File: src/rtl/cvp14_pkg.sv
// Shared definitions for the vector load/store sequencer: datapath widths,
// opcode constants and the sequencer state encoding.
package cvp14_pkg;

  localparam int DATA_W     = 16;
  localparam int ADDR_W     = 16;
  localparam int VREG_IDX_W = 3;
  localparam int ELEM_IDX_W = 4;
  localparam int OFFSET_W   = 6;
  localparam int STRIDE_W   = 4;

  // Instruction opcodes decoded by the top-level controller.
  localparam logic [3:0] OPC_VLD = 4'b0100;
  localparam logic [3:0] OPC_VST = 4'b0101;

  typedef enum logic [2:0] {
    VLS_IDLE    = 3'd0,
    VLS_LD_REQ  = 3'd1,
    VLS_LD_WAIT = 3'd2,
    VLS_LD_WB   = 3'd3,
    VLS_ST_RD   = 3'd4,
    VLS_ST_WR   = 3'd5,
    VLS_FIN     = 3'd6
  } vls_state_e;

  // The offset field is unsigned and zero-extended to the address width.
  function automatic logic [ADDR_W-1:0] ext_offset(input logic [OFFSET_W-1:0] off);
    return {{(ADDR_W-OFFSET_W){1'b0}}, off};
  endfunction

endpackage

File: src/rtl/vls_sequencer_addr_gen.sv
// vls_addr_gen: element address generator for the vector load/store sequencer.
// Holds base+offset, the element counter and the stride. The address is kept
// as a running sum (base+offset, then +stride per element), which equals
// Base + Offset + i*Stride modulo 2^16 without a multiplier.
module vls_addr_gen
  import cvp14_pkg::*;
#(
  parameter int NUM_ELEM = 16
) (
  input  logic                  clk,
  input  logic                  srst,
  input  logic                  i_load,
  input  logic                  i_inc,
  input  logic [ADDR_W-1:0]     i_base,
  input  logic [OFFSET_W-1:0]   i_offset,
  input  logic [STRIDE_W-1:0]   i_stride,
  output logic [ADDR_W-1:0]     o_addr,
  output logic [ELEM_IDX_W-1:0] o_idx,
  output logic                  o_last
);

  localparam logic [ELEM_IDX_W-1:0] LAST_IDX = ELEM_IDX_W'(NUM_ELEM - 1);

  logic [ADDR_W-1:0]     r_addr;
  logic [ELEM_IDX_W-1:0] r_idx;
  logic [STRIDE_W-1:0]   r_stride;
  logic [ADDR_W-1:0]     w_stride_ext;

  assign w_stride_ext = {{(ADDR_W-STRIDE_W){1'b0}}, r_stride};

  // Load operands at Start, then step address and element index together.
  always_ff @(posedge clk) begin
    if (srst) begin
      r_addr   <= '0;
      r_idx    <= '0;
      r_stride <= '0;
    end else if (i_load) begin
      r_addr   <= i_base + ext_offset(i_offset);
      r_idx    <= '0;
      r_stride <= i_stride;
    end else if (i_inc) begin
      r_addr   <= r_addr + w_stride_ext;
      r_idx    <= r_idx + 1'b1;
    end
  end

  assign o_addr = r_addr;
  assign o_idx  = r_idx;
  assign o_last = (r_idx == LAST_IDX);

endmodule

File: src/rtl/vls_sequencer.sv
// vls_sequencer: walks NUM_ELEM 16-bit elements between system memory and the
// vector register file serial port (vld: memory -> vreg, vst: vreg -> memory).
// Optional build macro VLS_STRIDE_EN adds a 4-bit Stride input latched at
// Start; without it the element stride is fixed at 1.
// Output strobes are registered from the next state, so each strobe is high
// during exactly the cycle the FSM spends in the state that owns it.
module vls_sequencer
  import cvp14_pkg::*;
#(
  parameter int NUM_ELEM = 16,
  parameter int RD_LAT   = 1
) (
  input  logic                  Clk1,
  input  logic                  Reset,
  input  logic                  Start,
  input  logic                  Op,
  input  logic [VREG_IDX_W-1:0] VSel,
  input  logic [ADDR_W-1:0]     Base,
  input  logic [OFFSET_W-1:0]   Offset,
`ifdef VLS_STRIDE_EN
  input  logic [STRIDE_W-1:0]   Stride,
`endif
  output logic                  Busy,
  output logic                  Done,
  output logic [ADDR_W-1:0]     Addr,
  output logic                  RD,
  output logic                  WR,
  output logic [DATA_W-1:0]     DataOut,
  input  logic [DATA_W-1:0]     DataIn,
  output logic [VREG_IDX_W-1:0] vAddr,
  output logic [ELEM_IDX_W-1:0] vElem,
  output logic                  vWR_s,
  output logic                  vRD_s,
  output logic [DATA_W-1:0]     vInS,
  input  logic [DATA_W-1:0]     vOutS
);

  localparam int              WAIT_W    = (RD_LAT > 1) ? $clog2(RD_LAT) : 1;
  localparam logic [WAIT_W-1:0] WAIT_LAST = WAIT_W'(RD_LAT - 1);

  vls_state_e            r_state;
  vls_state_e            w_state_next;
  logic [WAIT_W-1:0]     r_wait;
  logic [WAIT_W-1:0]     w_wait_next;

  logic                  w_load;
  logic                  w_inc;
  logic                  w_capture;
  logic                  w_last;
  logic [STRIDE_W-1:0]   w_stride;
  logic [ADDR_W-1:0]     w_addr;
  logic [ELEM_IDX_W-1:0] w_idx;

  logic                  r_busy;
  logic                  r_done;
  logic                  r_rd;
  logic                  r_wr;
  logic                  r_vwr;
  logic                  r_vrd;
  logic [DATA_W-1:0]     r_vins;
  logic [VREG_IDX_W-1:0] r_vaddr;

`ifdef VLS_STRIDE_EN
  assign w_stride = Stride;
`else
  assign w_stride = STRIDE_W'(1);
`endif

  vls_addr_gen #(
    .NUM_ELEM (NUM_ELEM)
  ) u_addr_gen (
    .clk      (Clk1),
    .srst     (Reset),
    .i_load   (w_load),
    .i_inc    (w_inc),
    .i_base   (Base),
    .i_offset (Offset),
    .i_stride (w_stride),
    .o_addr   (w_addr),
    .o_idx    (w_idx),
    .o_last   (w_last)
  );

  // State and read-latency wait counter.
  always_ff @(posedge Clk1) begin
    if (Reset) begin
      r_state <= VLS_IDLE;
      r_wait  <= '0;
    end else begin
      r_state <= w_state_next;
      r_wait  <= w_wait_next;
    end
  end

  // Next-state logic plus the one-cycle control pulses for the address
  // generator and the DataIn capture.
  always_comb begin
    w_state_next = r_state;
    w_wait_next  = r_wait;
    w_load       = 1'b0;
    w_inc        = 1'b0;
    w_capture    = 1'b0;
    case (r_state)
      VLS_IDLE: begin
        if (Start) begin
          w_load       = 1'b1;
          w_state_next = Op ? VLS_ST_RD : VLS_LD_REQ;
        end
      end
      VLS_LD_REQ: begin
        w_wait_next  = '0;
        w_state_next = VLS_LD_WAIT;
      end
      VLS_LD_WAIT: begin
        if (r_wait == WAIT_LAST) begin
          w_capture    = 1'b1;
          w_state_next = VLS_LD_WB;
        end else begin
          w_wait_next = r_wait + 1'b1;
        end
      end
      VLS_LD_WB: begin
        if (w_last) begin
          w_state_next = VLS_FIN;
        end else begin
          w_inc        = 1'b1;
          w_state_next = VLS_LD_REQ;
        end
      end
      VLS_ST_RD: begin
        w_state_next = VLS_ST_WR;
      end
      VLS_ST_WR: begin
        if (w_last) begin
          w_state_next = VLS_FIN;
        end else begin
          w_inc        = 1'b1;
          w_state_next = VLS_ST_RD;
        end
      end
      VLS_FIN: begin
        w_state_next = VLS_IDLE;
      end
      default: begin
        w_state_next = VLS_IDLE;
      end
    endcase
  end

  // Registered outputs decoded from the state being entered.
  always_ff @(posedge Clk1) begin
    if (Reset) begin
      r_busy  <= 1'b0;
      r_done  <= 1'b0;
      r_rd    <= 1'b0;
      r_wr    <= 1'b0;
      r_vwr   <= 1'b0;
      r_vrd   <= 1'b0;
      r_vins  <= '0;
      r_vaddr <= '0;
    end else begin
      r_busy <= (w_state_next != VLS_IDLE);
      r_done <= (w_state_next == VLS_FIN);
      r_rd   <= (w_state_next == VLS_LD_REQ);
      r_wr   <= (w_state_next == VLS_ST_WR);
      r_vwr  <= (w_state_next == VLS_LD_WB);
      r_vrd  <= (w_state_next == VLS_ST_RD);
      if (w_load) begin
        r_vaddr <= VSel;
      end
      if (w_capture) begin
        r_vins <= DataIn;
      end
    end
  end

  assign Busy  = r_busy;
  assign Done  = r_done;
  assign RD    = r_rd;
  assign WR    = r_wr;
  assign vWR_s = r_vwr;
  assign vRD_s = r_vrd;
  assign vInS  = r_vins;
  assign vAddr = r_vaddr;
  assign Addr  = w_addr;
  assign vElem = w_idx;

  // vOutS only becomes valid in the cycle after vRD_s, which is the ST_WR
  // cycle itself, so the write data is forwarded from the register file's
  // output register and gated by the registered WR strobe (0 otherwise).
  assign DataOut = r_wr ? vOutS : '0;

endmodule

File: config.mk
export PLATFORM = sky130hd
export DESIGN_NAME = vls_sequencer
export DESIGN_NICKNAME = d
export VERILOG_FILES = /design/src/rtl/cvp14_pkg.sv /design/src/rtl/vls_sequencer_addr_gen.sv /design/src/rtl/vls_sequencer.sv
export SDC_FILE = /design/constraint.sdc
export NUM_CORES = 1
export LEC_CHECK = 0
export ABC_AREA = 0
export CAP_MARGIN = 40
export CORE_MARGIN = 2
export CORE_UTILIZATION = 40
export CTS_CLUSTER_SIZE = 8
export DETAILED_ROUTE_END_ITERATION = 10
export PLACE_DENSITY = 0.86
export SYNTH_ARGS = -nofsm -noshare
export SYNTH_HDL_FRONTEND = slang
export SYNTH_SLANG_ARGS = --single-unit
export TNS_END_PERCENT = 100
File: constraint.sdc
create_clock -name Clk1 -period 4.45 [get_ports Clk1]
set_clock_uncertainty 0.1 [all_clocks]
set_input_delay 0.445 -clock Clk1 [delete_from_list [all_inputs] [get_ports Clk1]]
set_output_delay 0.445 -clock Clk1 [all_outputs]
set_load 0.02 [all_outputs]
==> impl_metrics.tcl <==
set metrics [dict create \
    run_status "complete, no violations" \
    power_density_nw_per_um2 308 \
    drt_wl_total_mm 6.97 \
    gp_congestion 0.931 \
    grt_pass1_wl_mm 11.5 \
    drive_gt1_share_pct 2.75 \
    critPathSlowestCell "fa_1" \
    hold_viol 0 \
    post_cts.repair.setup_buffers 0 \
    insertion_delay_ns 0.30 \
    critical-path-top-delay-family "compound AO/OA/AOI/OAI gates" \
    ctsResizeCount 0 \
    hold_buffers 0 \
    worstPathRequired_ns 4.55 \
    vias_per_cell 5.23 \
    syn_to_final_growth_pct 50.3 \
    track_usage_pct 19.4 \
    fin_ws_ns 2.04 \
    p_leak_nw 1.37 \
    hp-class "flip-flop to flip-flop" \
    worst-setup-path-type "input port to flip-flop" \
    ys_types 42 \
    synth_edf_count 0 \
    grt_antenna_before_repair 0 \
    grt_max_degree 26 \
    synth-seq-cells 49 \
    rrSetupSlack_ns 2.30 \
    die_height_um 84.9 \
    post_dp_cell_area_um2 3850 \
    cp.arrival_ns 2.52 \
    dpl_worst_slack_ns 1.73 \
    synth-main-ff-cell "dfxtp_1" \
    avgRoutedWirePerCell_um 13.6 \
    critPathLaunchType "input port" \
    num_antenna_cells 0 \
    rsz0062_at_grt "no" \
    setup-tns-final_ns 0 \
    num_rows 29 \
    drt_pass1_iterations 4 \
    syn-cell-area_um2 2620 \
    fmax_ghz 0.415 \
    die-width_um 84.9 \
    period_share_pct 54.2 \
    slowest_delay_ns 0.42 \
    ir_drop_v 0.000158 \
    whs_ns 0.357 \
    slew_headroom_pct 55.8 \
    clock_sinks 49 \
    cts_made_buffers 5 \
    cpMostUsedCell "a21oi_1" \
    synth_nets 394 \
    drt_iter0_markers 119 \
    cts_buffer_depth 2 \
    portBuffers 121 \
    slew_violations 0 \
    crit_fanout 4 \
    grt_overflow 0 \
    cts_tree "yes" \
    ant_nets 0 \
    worst-path-buf-inv 1 \
    cts_root_buffer "clkbuf_8" \
    h-tree-depth 2 \
    cp_cell_sequence "clkdlybuf4s50_1, ha_1, fa_1, a21oi_1, o21ai_0, a21oi_1, nor2_1, a2111oi_2" \
    synth-warning-count 0 \
    p_total_mw 1.21 \
    grt_pass1_vias 2544 \
    setup_viol 0 \
    drc 0 \
    min_period_ns 2.41 \
    worst_slew_pin_slew_ns 0.661 \
    final_nets 507 \
    start_util_pct 41.2 \
    clk_pin_slew_ns 0.09 \
    place_hpwl_mm 5.49 \
    yosysSeqAreaShare_pct 37.5 \
    cp-end-kind "flip-flop" \
    syn_inst 323 \
    core_area_um2 6350 \
    die_area_um2 7210 \
    ios 122 \
    maxCapViolCount 0 \
    fin_area_um2 3940 \
    synthArstFlopShare_pct 0 \
    avgSynthCellArea_um2 8.10 \
    dr_total_vias 2689 \
]
-- sequential cells by signal, summed over array words and instances (netlist names) --
signal               cells
vWR_s                    1
u_addr_gen.r_stride      1
Done                     1
r_state                  3
RD                       1
WR                       1
u_addr_gen.o_idx         4
vAddr                    3
vInS                    16
Busy                     1
u_addr_gen.o_addr       16
vRD_s                    1
-- layout make-up --
cell class              instances  area (um2)
inverters                       9        33.8
repair buffers                122        1220
clock buffers                   6        72.6
multi-input cells             249        1520
well taps                      77        96.3
flip-flops and latches         49         981
clock inverters                 2        13.8
fillers                       541        2410
-- cell usage in the layout (no fill, tap or decap), types with 3 or more instances in the layout --
cell type and count:
clkdlybuf4s50_1 121, nand2_1 59, dfxtp_1 49, a21oi_1 27
and2_1 20, nor2_1 19, nor3_1 15, xor2_1 14
xnor2_1 10, inv_1 9, nand3_1 9, ha_1 9
a211oi_1 8, o21ai_0 7, nand4_1 7, o22ai_1 6
clkbuf_8 5, o21a_1 4, nor3b_1 4, o211ai_1 3
nor4_1 3, a2111oi_0 3
-- power by group --
part	leakage, nW	switching [mW]	internal (mW)
logic	0.923	0.213	0.201
registers	0.400	0.0528	0.487
clock network	0.0456	0.146	0.112
total	1.37	0.412	0.800
-- synth_stat cells (4+ instances only) --
| cell type | n | share of area [%] |
|---|---|---|
| o21ai_0 | 7 | 1.3 |
| clkbuf_1 | 8 | 1.1 |
| xnor2_1 | 10 | 3.3 |
| ha_1 | 9 | 4.3 |
| nand4_1 | 7 | 1.7 |
| nand2_1 | 59 | 8.5 |
| nor3b_1 | 4 | 1.1 |
| xor2_1 | 14 | 4.7 |
| o21a_1 | 4 | 1.1 |
| a211oi_1 | 8 | 2.3 |
| and2_1 | 20 | 4.8 |
| o22ai_1 | 6 | 1.4 |
| nor2_1 | 19 | 2.7 |
| dfxtp_1 | 49 | 37 |
| nor3_1 | 15 | 2.9 |
| buf_2 | 4 | 0.76 |
| a21oi_1 | 27 | 5.2 |
| nand3_1 | 9 | 1.7 |
| inv_1 | 9 | 1.3 |
-- routing by layer --
layer  share of wire [%]  track usage (%)  routed length (um)  vias to the layer above
li1                    -                -                   -                     1361
met1                  40             22.2                2770                     1215
met2                  51             35.2                3570                      105
met3                 7.6             4.38                 531                        8
met4                 1.4             7.36                  97                        0
met5                   0                0                   0                        -
-- tightest hold or removal path: stages, from the launching register on --
cell and delay [ns]:
dfxtp_1 0.32, nand2_1 0.05, a21oi_1 0.05
-- final timing paths --
kind | start | end | cells past startpoint
worst max register to register | r_state[1] | u_addr_gen.o_addr[13] | 4
worst min register to register | vAddr[1] | vAddr[1] | 2
worst min-delay path | vAddr[1] | vAddr[1] | 2
worst max-delay path | Base[0] | u_addr_gen.o_addr[6] | 8
-- through the flow --
step	util, %	instances
after floorplan	-	323
after global placement	60.6	506
after detailed placement	60.6	506
after CTS	62.0	514
after global routing	62.0	514
final	62.0	514
-- kinds of logic after synthesis --
kind of cell | Yosys count | share of synthesized area, %
buf+inv | 25 | 4.49
mux | 1 | 0.382
simple gates | 145 | 26.9
compound gates | 68 | 16.6
flops | 49 | 37.5
fa+ha+maj | 10 | 5.07
xor+xnor | 25 | 9.08
(Power assumes the default switching activity.)
